**src/rtl/notch_sweep_ctrl.sv**
```systemverilog
// -----------------------------------------------------------------------------
// notch_sweep_ctrl
//
// Steps a DDS tuning word across a notch filter and measures the
// peak-to-peak amplitude of the filter output at each point. Each point
// runs SETTLE (let the filter settle), then MEAS (track min/max of valid ADC
// samples), then REPORT (hold the result until the sink accepts it). Between
// points, STEP advances the tuning word. The sweep ends with a one-cycle DONE.
//
// Ports
//   clk, rst               clock, synchronous active-high reset
//   start                  begin a sweep (accepted only while idle)
//   ftw_start, ftw_step    first tuning word and per-point increment
//   n_steps                number of sweep points (0 = immediate done)
//   settle_cyc, meas_cyc   settle / measurement clocks per point (0 acts as 1)
//   ftw                    tuning word to the DDS
//   adc_data, adc_valid    signed notch-output samples
//   res_data, res_idx      unsigned peak-to-peak result and its point index
//   res_valid, res_ready   result handshake
//   busy, done             not-idle flag, end-of-sweep pulse
// -----------------------------------------------------------------------------
module notch_sweep_ctrl #(
    parameter int FTW_W = 24,
    parameter int ADC_W = 12
) (
    input  logic             clk,
    input  logic             rst,
    input  logic             start,
    input  logic [FTW_W-1:0] ftw_start,
    input  logic [FTW_W-1:0] ftw_step,
    input  logic [7:0]       n_steps,
    input  logic [15:0]      settle_cyc,
    input  logic [15:0]      meas_cyc,
    output logic [FTW_W-1:0] ftw,
    input  logic [ADC_W-1:0] adc_data,
    input  logic             adc_valid,
    output logic [ADC_W-1:0] res_data,
    output logic [7:0]       res_idx,
    output logic             res_valid,
    input  logic             res_ready,
    output logic             busy,
    output logic             done
);

    typedef enum logic [2:0] {IDLE, SETTLE, MEAS, REPORT, STEP, DONE} state_t;

    localparam logic signed [ADC_W-1:0] ADC_POS_MAX = {1'b0, {(ADC_W-1){1'b1}}};
    localparam logic signed [ADC_W-1:0] ADC_NEG_MAX = {1'b1, {(ADC_W-1){1'b0}}};

    state_t                  state_q, state_d;
    logic [FTW_W-1:0]        ftw_q, ftw_d;
    logic [FTW_W-1:0]        step_q, step_d;
    logic [7:0]              idx_q, idx_d;
    logic [7:0]              n_q, n_d;
    logic [15:0]             settle_q, settle_d;
    logic [15:0]             meas_q, meas_d;
    logic [15:0]             cnt_q, cnt_d;
    logic signed [ADC_W-1:0] min_q, min_d;
    logic signed [ADC_W-1:0] max_q, max_d;
    logic                    seen_q, seen_d;
    logic [ADC_W-1:0]        res_data_q, res_data_d;
    logic [7:0]              res_idx_q, res_idx_d;

    logic signed [ADC_W-1:0] sample;
    logic signed [ADC_W-1:0] min_upd, max_upd;
    logic [ADC_W-1:0]        p2p;
    logic [15:0]             settle_len, meas_len;

    assign sample = adc_data;

    // Running extremes including the current clock's sample, so the last
    // MEAS clock still contributes to the reported result.
    assign min_upd = (adc_valid && (sample < min_q)) ? sample : min_q;
    assign max_upd = (adc_valid && (sample > max_q)) ? sample : max_q;

    // max >= min whenever a sample was seen, so the true difference lies in
    // 0..2^ADC_W-1 and the modulo-2^ADC_W subtraction is exact.
    assign p2p = max_upd - min_upd;

    // A programmed length of 0 still occupies one clock.
    assign settle_len = (settle_q == 16'd0) ? 16'd1 : settle_q;
    assign meas_len   = (meas_q == 16'd0) ? 16'd1 : meas_q;

    always_comb begin
        state_d    = state_q;
        ftw_d      = ftw_q;
        step_d     = step_q;
        idx_d      = idx_q;
        n_d        = n_q;
        settle_d   = settle_q;
        meas_d     = meas_q;
        cnt_d      = cnt_q;
        min_d      = min_q;
        max_d      = max_q;
        seen_d     = seen_q;
        res_data_d = res_data_q;
        res_idx_d  = res_idx_q;

        case (state_q)
            IDLE: begin
                if (start) begin
                    step_d   = ftw_step;
                    n_d      = n_steps;
                    settle_d = settle_cyc;
                    meas_d   = meas_cyc;
                    idx_d    = 8'd0;
                    cnt_d    = 16'd0;
                    if (n_steps == 8'd0) begin
                        state_d = DONE;
                    end else begin
                        ftw_d   = ftw_start;
                        state_d = SETTLE;
                    end
                end
            end
            SETTLE: begin
                if (cnt_q == settle_len - 16'd1) begin
                    cnt_d   = 16'd0;
                    min_d   = ADC_POS_MAX;
                    max_d   = ADC_NEG_MAX;
                    seen_d  = 1'b0;
                    state_d = MEAS;
                end else begin
                    cnt_d = cnt_q + 16'd1;
                end
            end
            MEAS: begin
                min_d  = min_upd;
                max_d  = max_upd;
                seen_d = seen_q | adc_valid;
                if (cnt_q == meas_len - 16'd1) begin
                    cnt_d      = 16'd0;
                    res_idx_d  = idx_q;
                    res_data_d = (seen_q || adc_valid) ? p2p : '0;
                    state_d    = REPORT;
                end else begin
                    cnt_d = cnt_q + 16'd1;
                end
            end
            REPORT: begin
                if (res_ready) begin
                    state_d = (idx_q == n_q - 8'd1) ? DONE : STEP;
                end
            end
            STEP: begin
                ftw_d   = ftw_q + step_q;
                idx_d   = idx_q + 8'd1;
                cnt_d   = 16'd0;
                state_d = SETTLE;
            end
            DONE: begin
                state_d = IDLE;
            end
            default: begin
                state_d = IDLE;
            end
        endcase
    end

    always_ff @(posedge clk) begin
        if (rst) begin
            state_q    <= IDLE;
            ftw_q      <= '0;
            step_q     <= '0;
            idx_q      <= 8'd0;
            n_q        <= 8'd0;
            settle_q   <= 16'd0;
            meas_q     <= 16'd0;
            cnt_q      <= 16'd0;
            min_q      <= '0;
            max_q      <= '0;
            seen_q     <= 1'b0;
            res_data_q <= '0;
            res_idx_q  <= 8'd0;
        end else begin
            state_q    <= state_d;
            ftw_q      <= ftw_d;
            step_q     <= step_d;
            idx_q      <= idx_d;
            n_q        <= n_d;
            settle_q   <= settle_d;
            meas_q     <= meas_d;
            cnt_q      <= cnt_d;
            min_q      <= min_d;
            max_q      <= max_d;
            seen_q     <= seen_d;
            res_data_q <= res_data_d;
            res_idx_q  <= res_idx_d;
        end
    end

    assign ftw       = ftw_q;
    assign res_data  = res_data_q;
    assign res_idx   = res_idx_q;
    assign res_valid = (state_q == REPORT);
    assign busy      = (state_q != IDLE);
    assign done      = (state_q == DONE);

endmodule
```
**config.mk**
```make
export PLATFORM = sky130hd
export DESIGN_NAME = notch_sweep_ctrl
export DESIGN_NICKNAME = d
export VERILOG_FILES = /design/src/rtl/notch_sweep_ctrl.sv
export SDC_FILE = /design/constraint.sdc
export NUM_CORES = 1
export LEC_CHECK = 0
export BUFFER_PORTS_ARGS = -buffer_cell sky130_fd_sc_hd__buf_2
export CAP_MARGIN = 25
export CORE_MARGIN = 5
export CORE_UTILIZATION = 40
export CTS_BUF_LIST = sky130_fd_sc_hd__clkbuf_4
export CTS_CLUSTER_DIAMETER = 200
export DETAILED_ROUTE_END_ITERATION = 16
export PLACE_DENSITY_LB_ADDON = 0.05
export SLEW_MARGIN = 15
export SYNTH_ARGS = -nofsm -noshare
export SYNTH_HDL_FRONTEND = slang
export SYNTH_SLANG_ARGS = --single-unit
```
**constraint.sdc**
```tcl
create_clock -name clk -period 10.6 [get_ports clk]
set_input_delay 1.06 -clock clk [delete_from_list [all_inputs] [get_ports clk]]
set_output_delay 1.06 -clock clk [all_outputs]
set_load 0.02 [all_outputs]
```
==> results of run 1 <==
==> worst max-delay path, cell delays in order <==
cell,delay [ns]
buf_2,0.14
ha_1,0.30
nor2b_1,0.17
nand4_1,0.12
a211oi_1,0.23
a22o_1,0.74
mux2i_1,0.33
ha_1,0.30
nor2b_1,0.15
o21ai_0,0.28
a21oi_1,0.14
o41ai_1,0.42
o21ai_0,0.20
xnor2_1,0.15
or3_1,0.30
a21oi_1,0.14
==> per-layer routing <==
layer / up-vias / track usage / routed length, um
met4: 10 / 0.03785 / 323
met2: 205 / 0.3324 / 13950
met3: 28 / 0.04968 / 1639
met5: - / 0 / 51
met1: 4631 / 0.2775 / 14210
li1: 5004 / - / -
==> Yosys cell counts, types with 5 or more instances <==
| cell type | instances | area [um^2] |
|---|---|---|
| a21o_1 | 13 | 97.59 |
| or2_2 | 5 | 31.28 |
| inv_1 | 50 | 187.7 |
| or3_1 | 11 | 68.82 |
| buf_2 | 9 | 45.04 |
| a21oi_1 | 120 | 600.6 |
| nor2b_1 | 10 | 62.56 |
| a31oi_1 | 11 | 68.82 |
| a211oi_1 | 37 | 277.8 |
| o211ai_1 | 11 | 82.58 |
| o221ai_1 | 16 | 140.1 |
| ha_1 | 62 | 775.7 |
| nand2_1 | 217 | 814.5 |
| nor4_1 | 10 | 62.56 |
| nor3_1 | 35 | 175.2 |
| or4_1 | 9 | 67.56 |
| o22a_1 | 12 | 105.1 |
| nand2b_1 | 14 | 87.58 |
| a221oi_1 | 13 | 113.9 |
| nand3_1 | 35 | 175.2 |
| clkbuf_1 | 75 | 281.5 |
| nand4_1 | 13 | 81.33 |
| nor2_1 | 108 | 405.4 |
| dfxtp_1 | 160 | 3203 |
| mux2i_1 | 27 | 270.3 |
| o21a_1 | 6 | 45.04 |
| xor2_1 | 26 | 227.7 |
| and2_1 | 6 | 37.54 |
| xnor2_1 | 41 | 359.1 |
| a22oi_1 | 12 | 90.09 |
| nand3b_1 | 5 | 37.54 |
| o21ai_0 | 46 | 230.2 |
| o31ai_1 | 8 | 60.06 |
| o22ai_1 | 7 | 43.79 |
| and3_1 | 15 | 93.84 |
| a22o_1 | 6 | 52.55 |
==> worst max path at each step <==
stage / endpoint / slack, ns / cells after the start
final: res_data[10] / 5.93 / 16
after global routing: res_data[10] / 5.55 / 18
after CTS: res_data[10] / 5.95 / 16
after detailed placement: res_data[10] / 5.33 / 16
after global placement: res_data[10] / 5.37 / 17
after floorplan: res_data[10] / 5.76 / 18
==> where the power goes <==
group	total [uW]	switching, uW	leakage (uW)	internal (uW)
logic	333	198	0.00324	135
registers	659	32.2	0.00130	626
clock network	376	252	0.000145	124
==> stage by stage <==
step                        util  hold WS [ns]  setup WS [ns]
final                     0.4561        0.4651          5.933
after global routing      0.4561        0.4833          5.546
after CTS                 0.4553        0.4728          5.947
after detailed placement  0.4444        0.4494          5.327
after global placement    0.4444        0.4390          5.370
after floorplan                -        0.4400          5.763
==> final cells by class <==
type                    instances  area [um^2]  area share
diodes                          2        5.005   0.0004345
clock buffers                  17        127.6     0.01108
clock inverters                15        147.6     0.01282
inverters                      50        187.7     0.01629
multi-input cells            1040         6571      0.5705
flip-flops and latches        160         3203      0.2781
well taps                     330        412.9     0.03585
repair buffers                164        863.3     0.07495
==> kinds of logic after synthesis <==
| logic type | Yosys count | synth area share |
|---|---|---|
| fa+ha+maj | 64 | 0.07917 |
| flops | 160 | 0.3109 |
| mux | 31 | 0.03060 |
| simple gates | 516 | 0.2358 |
| compound gates | 362 | 0.2330 |
| buf+inv | 140 | 0.05355 |
| xor+xnor | 67 | 0.05695 |
==> flip-flops by register name, summed over array words and instances (netlist names) <==
register / count
max_q: 12
res_data: 12
state_q: 3
step_q: 24
meas_q: 16
n_q: 8
res_idx: 8
ftw: 24
idx_q: 8
seen_q: 1
settle_q: 16
cnt_q: 16
min_q: 12
==> flow_summary.json, run 1 <==
{
  "status": "complete, no violations",
  "critPathLaunchType": "primary input",
  "post_cts_setup_buffer_count": 0,
  "clock_skew_ns": 0.04016,
  "gp_congestion": 0.8906,
  "net_count_of_the_mapped_netlist": 1509,
  "wire_length_of_the_first_global_routing_pass_um": 48720,
  "post_synth.cell_area_avg_um2": 7.689,
  "dp.cells": 1743,
  "layout.cells.most_common": "nand2_1",
  "synth-edff-count": 0,
  "postCtsHoldBufs": 0,
  "die_area_um2": 29070,
  "num-nets-final": 1602,
  "cts.sinks": 160,
  "cts.root.buffer_cell": "clkbuf_4",
  "die_extent_in_y_um": 170.5,
  "max-clock-path-buffers": 2,
  "cp-startpoint": "adc_data[11]",
  "hold_path_startpoint": "res_data[9]",
  "regToRegSetupSlack_ns": 6.12,
  "final_period_minus_worst_setup_slack_ns": 4.667,
  "grt_setup_unrepaired": "no",
  "worst_relative_slew_slack": 0.3771,
  "min_delay_worst_endpoint": "res_data[9]",
  "timing.fmax_mhz": 214.3,
  "hold_depth": 2,
  "finalMaxSlewViolations": 0,
  "tightest_slew_ns": 0.9321,
  "element_type_at_the_critical_path_end": "flip-flop",
  "route.antenna.remaining_nets": 0,
  "placeableCoreArea_um2": 25250,
  "synth_seq_area_share": 0.3109,
  "async_set_or_reset_register_ratio_after_synthesis": 0,
  "peakVddDrop_v": 0.00006568,
  "floorplan.initialDensity": 0.4080,
  "final_layout_size_suffix_gt1_frac": 0.1528,
  "wl_per_cell_um": 16.97,
  "final_cell_count_no_fill": 1778,
  "cells_on_worst_reg2reg_path": 16,
  "fill_cells": 2656,
  "die_w_um": 170.5,
  "global_route.overflow_total": 0,
  "worst-setup-path-type": "in -> reg",
  "syn2layout_area_growth_pct": 11.79,
  "p_total_uw": 1368,
  "place_hpwl_um": 21780,
  "cts_buffers": 17,
  "vias": 9878,
  "avgViaCountPerCell": 5.556,
  "grt_antenna_before_repair": 7,
  "power_density_nw_per_um2": 118.7,
  "ys_dominant_reg_cell": "dfxtp_1",
  "ys.warnings.count": 0,
  "boundaryPins": 152,
  "clk_transition_reported_paths_ns": 0.17,
  "tot_gr_track_use": 0.2037,
  "vias_in_the_first_global_route": 9507,
  "yosysUniqueCellTypes": 71,
  "cts_tree": "done",
  "timing.max_cap.violations": 0,
  "register_bit_count_reported_by_yosys": 160,
  "drt_pass1_iterations": 5,
  "largest_net_degree_at_the_start_of_global_routing": 74,
  "final_cell_area_um2": 11520,
  "crit_fanout": 17,
  "place.port_buffers": 151,
  "hold_viol_final": 0,
  "syn-cell-area_um2": 10300,
  "critical_path.reg2reg.endpoint": "res_data[10]",
  "mostFrequentLayoutCells": "216 x nand2_1, 160 x dfxtp_1, 150 x buf_2",
  "worst-endpoint-arrival_ns": 5.18,
  "leakage_uw": 0.004690,
  "cts_resized": 0,
  "drt_drc_violations_left": 0,
  "worst_r2r_startpoint": "min_q[11]",
  "worst_ep_required_time_ns": 11.11,
  "clk_latency_ns": 0.57,
  "placement.cell_area_um2": 11220,
  "floorplan.rows": 58,
  "totalWireLength_um": 30170,
  "htree_num_levels": 4,
  "timing.final.crit_share": 0.4403,
  "synthCells": 1340,
  "setup_tns_ns": 0,
  "first_iter_violations": 547,
  "min-delay-path-class": "reg -> reg",
  "count_of_endpoints_failing_setup_in_the_final_report": 0
}
No activity file was read; power rests on OpenSTA's default activity.
==> run 2, diff against run 1 <==
- ABC_AREA: unset -> 1
- clock period: 10.6 -> 4.3 ns (I/O delays scaled with it)
==> run 2 against run 1 <==
Total power rose to 5.0 times the previous value; flip-flop and latch count is the same; clock-buffer cell count unchanged; via count increased by 7.0%; area after synthesis grew 4.7%; critical path depth increased by 8; largest power group is now combinational cells; critical path type is now reg -> reg; highest routed layer unchanged; utilization decreased by 0.067 points; hold slack lost 0.42 ns; clock power rose to 2.7 times the previous value; combinational power rose to 11 times the previous value.
==> flow_summary.json, run 2 <==
{
  "leakage_uw": 0.005762,
  "num-nets-final": 1915,
  "worst-setup-path-type": "reg -> reg",
  "die_w_um": 174.2,
  "wire_length_of_the_first_global_routing_pass_um": 52550,
  "count_of_endpoints_failing_setup_in_the_final_report": 0,
  "synth_most_common_cell": "nand2_1",
  "layout.cells.most_common": "nand2_1",
  "synth-edff-count": 0,
  "net_count_of_the_mapped_netlist": 1791,
  "ys_dominant_reg_cell": "dfxtp_1",
  "boundaryPins": 152,
  "gp_congestion": 0.8881,
  "totalWireLength_um": 32090,
  "cts_buffers": 17,
  "worst-endpoint-arrival_ns": 4.26,
  "crit_fanout": 9,
  "worst_relative_slew_slack": 0.3431,
  "cts.root.buffer_cell": "clkbuf_4",
  "post_cts_setup_buffer_count": 0,
  "vias": 10570,
  "netlist_top_cells_count": "322 x nand2_1, 191 x inv_1, 185 x nor2_1",
  "synth_seq_area_share": 0.2971,
  "final_layout_size_suffix_gt1_frac": 0.1546,
  "yosysUniqueCellTypes": 46,
  "final_period_minus_worst_setup_slack_ns": 3.755,
  "cp_cell_sequence": "inv_1 > ha_1 > nand2_1 > inv_1 > nand3_1 > nor2_1 > nand2_1 > nand3_1 > nand2_1 > nand2_1 > nand3_1 > buf_4 > a21oi_1 > ha_1 > a21oi_1 > o21ai_0 > a21oi_1 > o21ai_0 > nand2_1 > nand2_1 > a21o_1 > nand3_1 > nand3_1 > a21oi_1",
  "floorplan.initialDensity": 0.4035,
  "grt_setup_unrepaired": "no",
  "worst_ep_required_time_ns": 4.81,
  "async_set_or_reset_register_ratio_after_synthesis": 0,
  "hold_ws_ns": 0.04969,
  "timing.max_cap.violations": 0,
  "htree_num_levels": 4,
  "syn-cell-area_um2": 10780,
  "floorplan.rows": 60,
  "wl_per_cell_um": 15.27,
  "global_route.overflow_total": 0,
  "critical_path_depth": 24,
  "placeableCoreArea_um2": 26730,
  "timing.fmax_mhz": 266.3,
  "drt_pass1_iterations": 7,
  "synth.largest_area_cell": "dfxtp_1",
  "endpoint": "res_data[11]",
  "syn2layout_area_growth_pct": 12.88,
  "placement.setup.worst_slack_ns": 0.4280,
  "place_hpwl_um": 24080,
  "postLayoutSetupSlackWorst_ns": 0.5451,
  "status": "complete, no violations",
  "power_density_nw_per_um2": 561.8,
  "tightest_slew_ns": 0.9843,
  "max-clock-path-buffers": 2,
  "synthCells": 1622,
  "post_synth.cell_area_avg_um2": 6.648,
  "ranking_of_synthesized_cells_by_area": "dfxtp_1 30%, nand2_1 11%, a21oi_1 7.4%",
  "critical_path.reg2reg.endpoint": "res_data[11]",
  "timing.final.crit_share": 0.8732,
  "mostFrequentLayoutCells": "322 x nand2_1, 189 x inv_1, 183 x nor2_1",
  "clock_skew_ns": 0.03933,
  "regToRegSetupSlack_ns": 0.55,
  "die_extent_in_y_um": 174.2,
  "hold_viol_final": 0,
  "cp-startpoint": "max_q[7]",
  "register_bit_count_reported_by_yosys": 160,
  "power_frac_seq": 0.299,
  "critical_path.max_stage_delay_ns": 0.41,
  "cts_tree": "done",
  "vias_in_the_first_global_route": 10310,
  "critPathLaunchType": "flip-flop",
  "route.antenna.remaining_nets": 0,
  "place.port_buffers": 151,
  "tot_gr_track_use": 0.2096,
  "final_cell_area_um2": 12170,
  "first_iter_violations": 613,
  "comb_power_share": 0.552,
  "path_common_cell": "nand2_1",
  "cells_on_worst_reg2reg_path": 24,
  "fill_cells": 2941,
  "cts.sinks": 160,
  "avgViaCountPerCell": 5.031,
  "yosysTopAreaCellShare": 0.2971,
  "clk_latency_ns": 0.59,
  "ys.warnings.count": 0,
  "clk_transition_reported_paths_ns": 0.19,
  "cp_slowest_cell": "dfxtp_1",
  "setup_tns_ns": 0,
  "power_switching_uw": 3394,
  "critical_path_buf_inv_count": 3,
  "drt_drc_violations_left": 0,
  "internal_power_uw": 3444,
  "finalMaxSlewViolations": 0,
  "placement.cell_area_um2": 11800,
  "min-delay-path-class": "in -> reg",
  "element_type_at_the_critical_path_end": "flip-flop",
  "timing.critical_path.max_delay_family": "simple AND/OR/NAND/NOR gates",
  "clock_power_share": 0.148,
  "worst_r2r_startpoint": "max_q[7]",
  "swShare": 0.4963,
  "die_area_um2": 30340,
  "grt_antenna_before_repair": 2,
  "largest_net_degree_at_the_start_of_global_routing": 81,
  "peakVddDrop_v": 0.0002652
}
-- run 2: what timing repair did --
item | in CTS | in global routing
resized for setup | 0 | 1
endpoints found under the hold margin | 5 | 0
hold buffers | 5 | 0
setup endpoints to repair | 0 | 1
-- run 2: worst min-delay path by stage --
stage                               from            to  cells past startpoint
final                     settle_cyc[12]  settle_q[12]                      3
after global routing         ftw_step[0]     step_q[0]                      3
after CTS                   ftw_step[14]    step_q[14]                      3
after detailed placement      res_idx[3]    res_idx[3]                      2
after global placement        res_idx[3]    res_idx[3]                      2
after floorplan              settle_q[1]   settle_q[1]                      2
-- run 2: metrics by stage --
stage / utilization / std cells / total power [uW]
final: 0.4554 / 2101 / 6838
after global routing: 0.4554 / 2101 / 7517
after CTS: 0.4553 / 2100 / 6905
after detailed placement: 0.4414 / 2063 / 5850
after global placement: 0.4414 / 2063 / 5840
after floorplan: - / 1622 / 4909
-- run 2: power by group through the flow --
stage	Clock (uW)	Combinational, uW	Sequential, uW
finish	1020	3780	2050
global route	1120	4310	2090
CTS	1050	3800	2050
detailed placement	0	3770	2080
global placement	0	3760	2080
floorplan	0	2810	2100
-- run 2: cell families (layout without fill, tap and decap cells) --
| kind of cell | Yosys count | count (layout) | synth area share |
|---|---|---|---|
| compound gates | 341 | 341 | 0.1666 |
| xor+xnor | 74 | 74 | 0.06394 |
| fa+ha+maj | 64 | 64 | 0.07566 |
| buf+inv | 259 | 396 | 0.09503 |
| flops | 160 | 160 | 0.2971 |
| other cells | 0 | 1 | 0 |
| simple gates | 724 | 724 | 0.3017 |
-- run 2: final cells by class --
| type | instances | area (um^2) | area share |
|---|---|---|---|
| multi-input cells | 1203 | 6566 | 0.5395 |
| flip-flops and latches | 160 | 3203 | 0.2632 |
| repair buffers | 170 | 923.4 | 0.07586 |
| inverters | 194 | 728.2 | 0.05983 |
| well taps | 341 | 426.7 | 0.03505 |
| clock inverters | 15 | 193.9 | 0.01593 |
| clock buffers | 17 | 127.6 | 0.01049 |
| diodes | 1 | 2.502 | 0.0002056 |
-- run 2: per-layer routing --
| layer | track usage | vias to the layer above | share of wire |
|---|---|---|---|
| met5 | 0 | - | 0.00041 |
| met4 | 0.03893 | 2 | 0.0090 |
| met3 | 0.03871 | 20 | 0.044 |
| met2 | 0.3603 | 189 | 0.48 |
| met1 | 0.2772 | 4830 | 0.47 |
| li1 | - | 5530 | - |
-- run 2: tightest hold or removal path, delay by kind of cell --
family,cells,cell delay [ns]
and+or+nand+nor,2,0.12
buffers and inverters,1,0.07
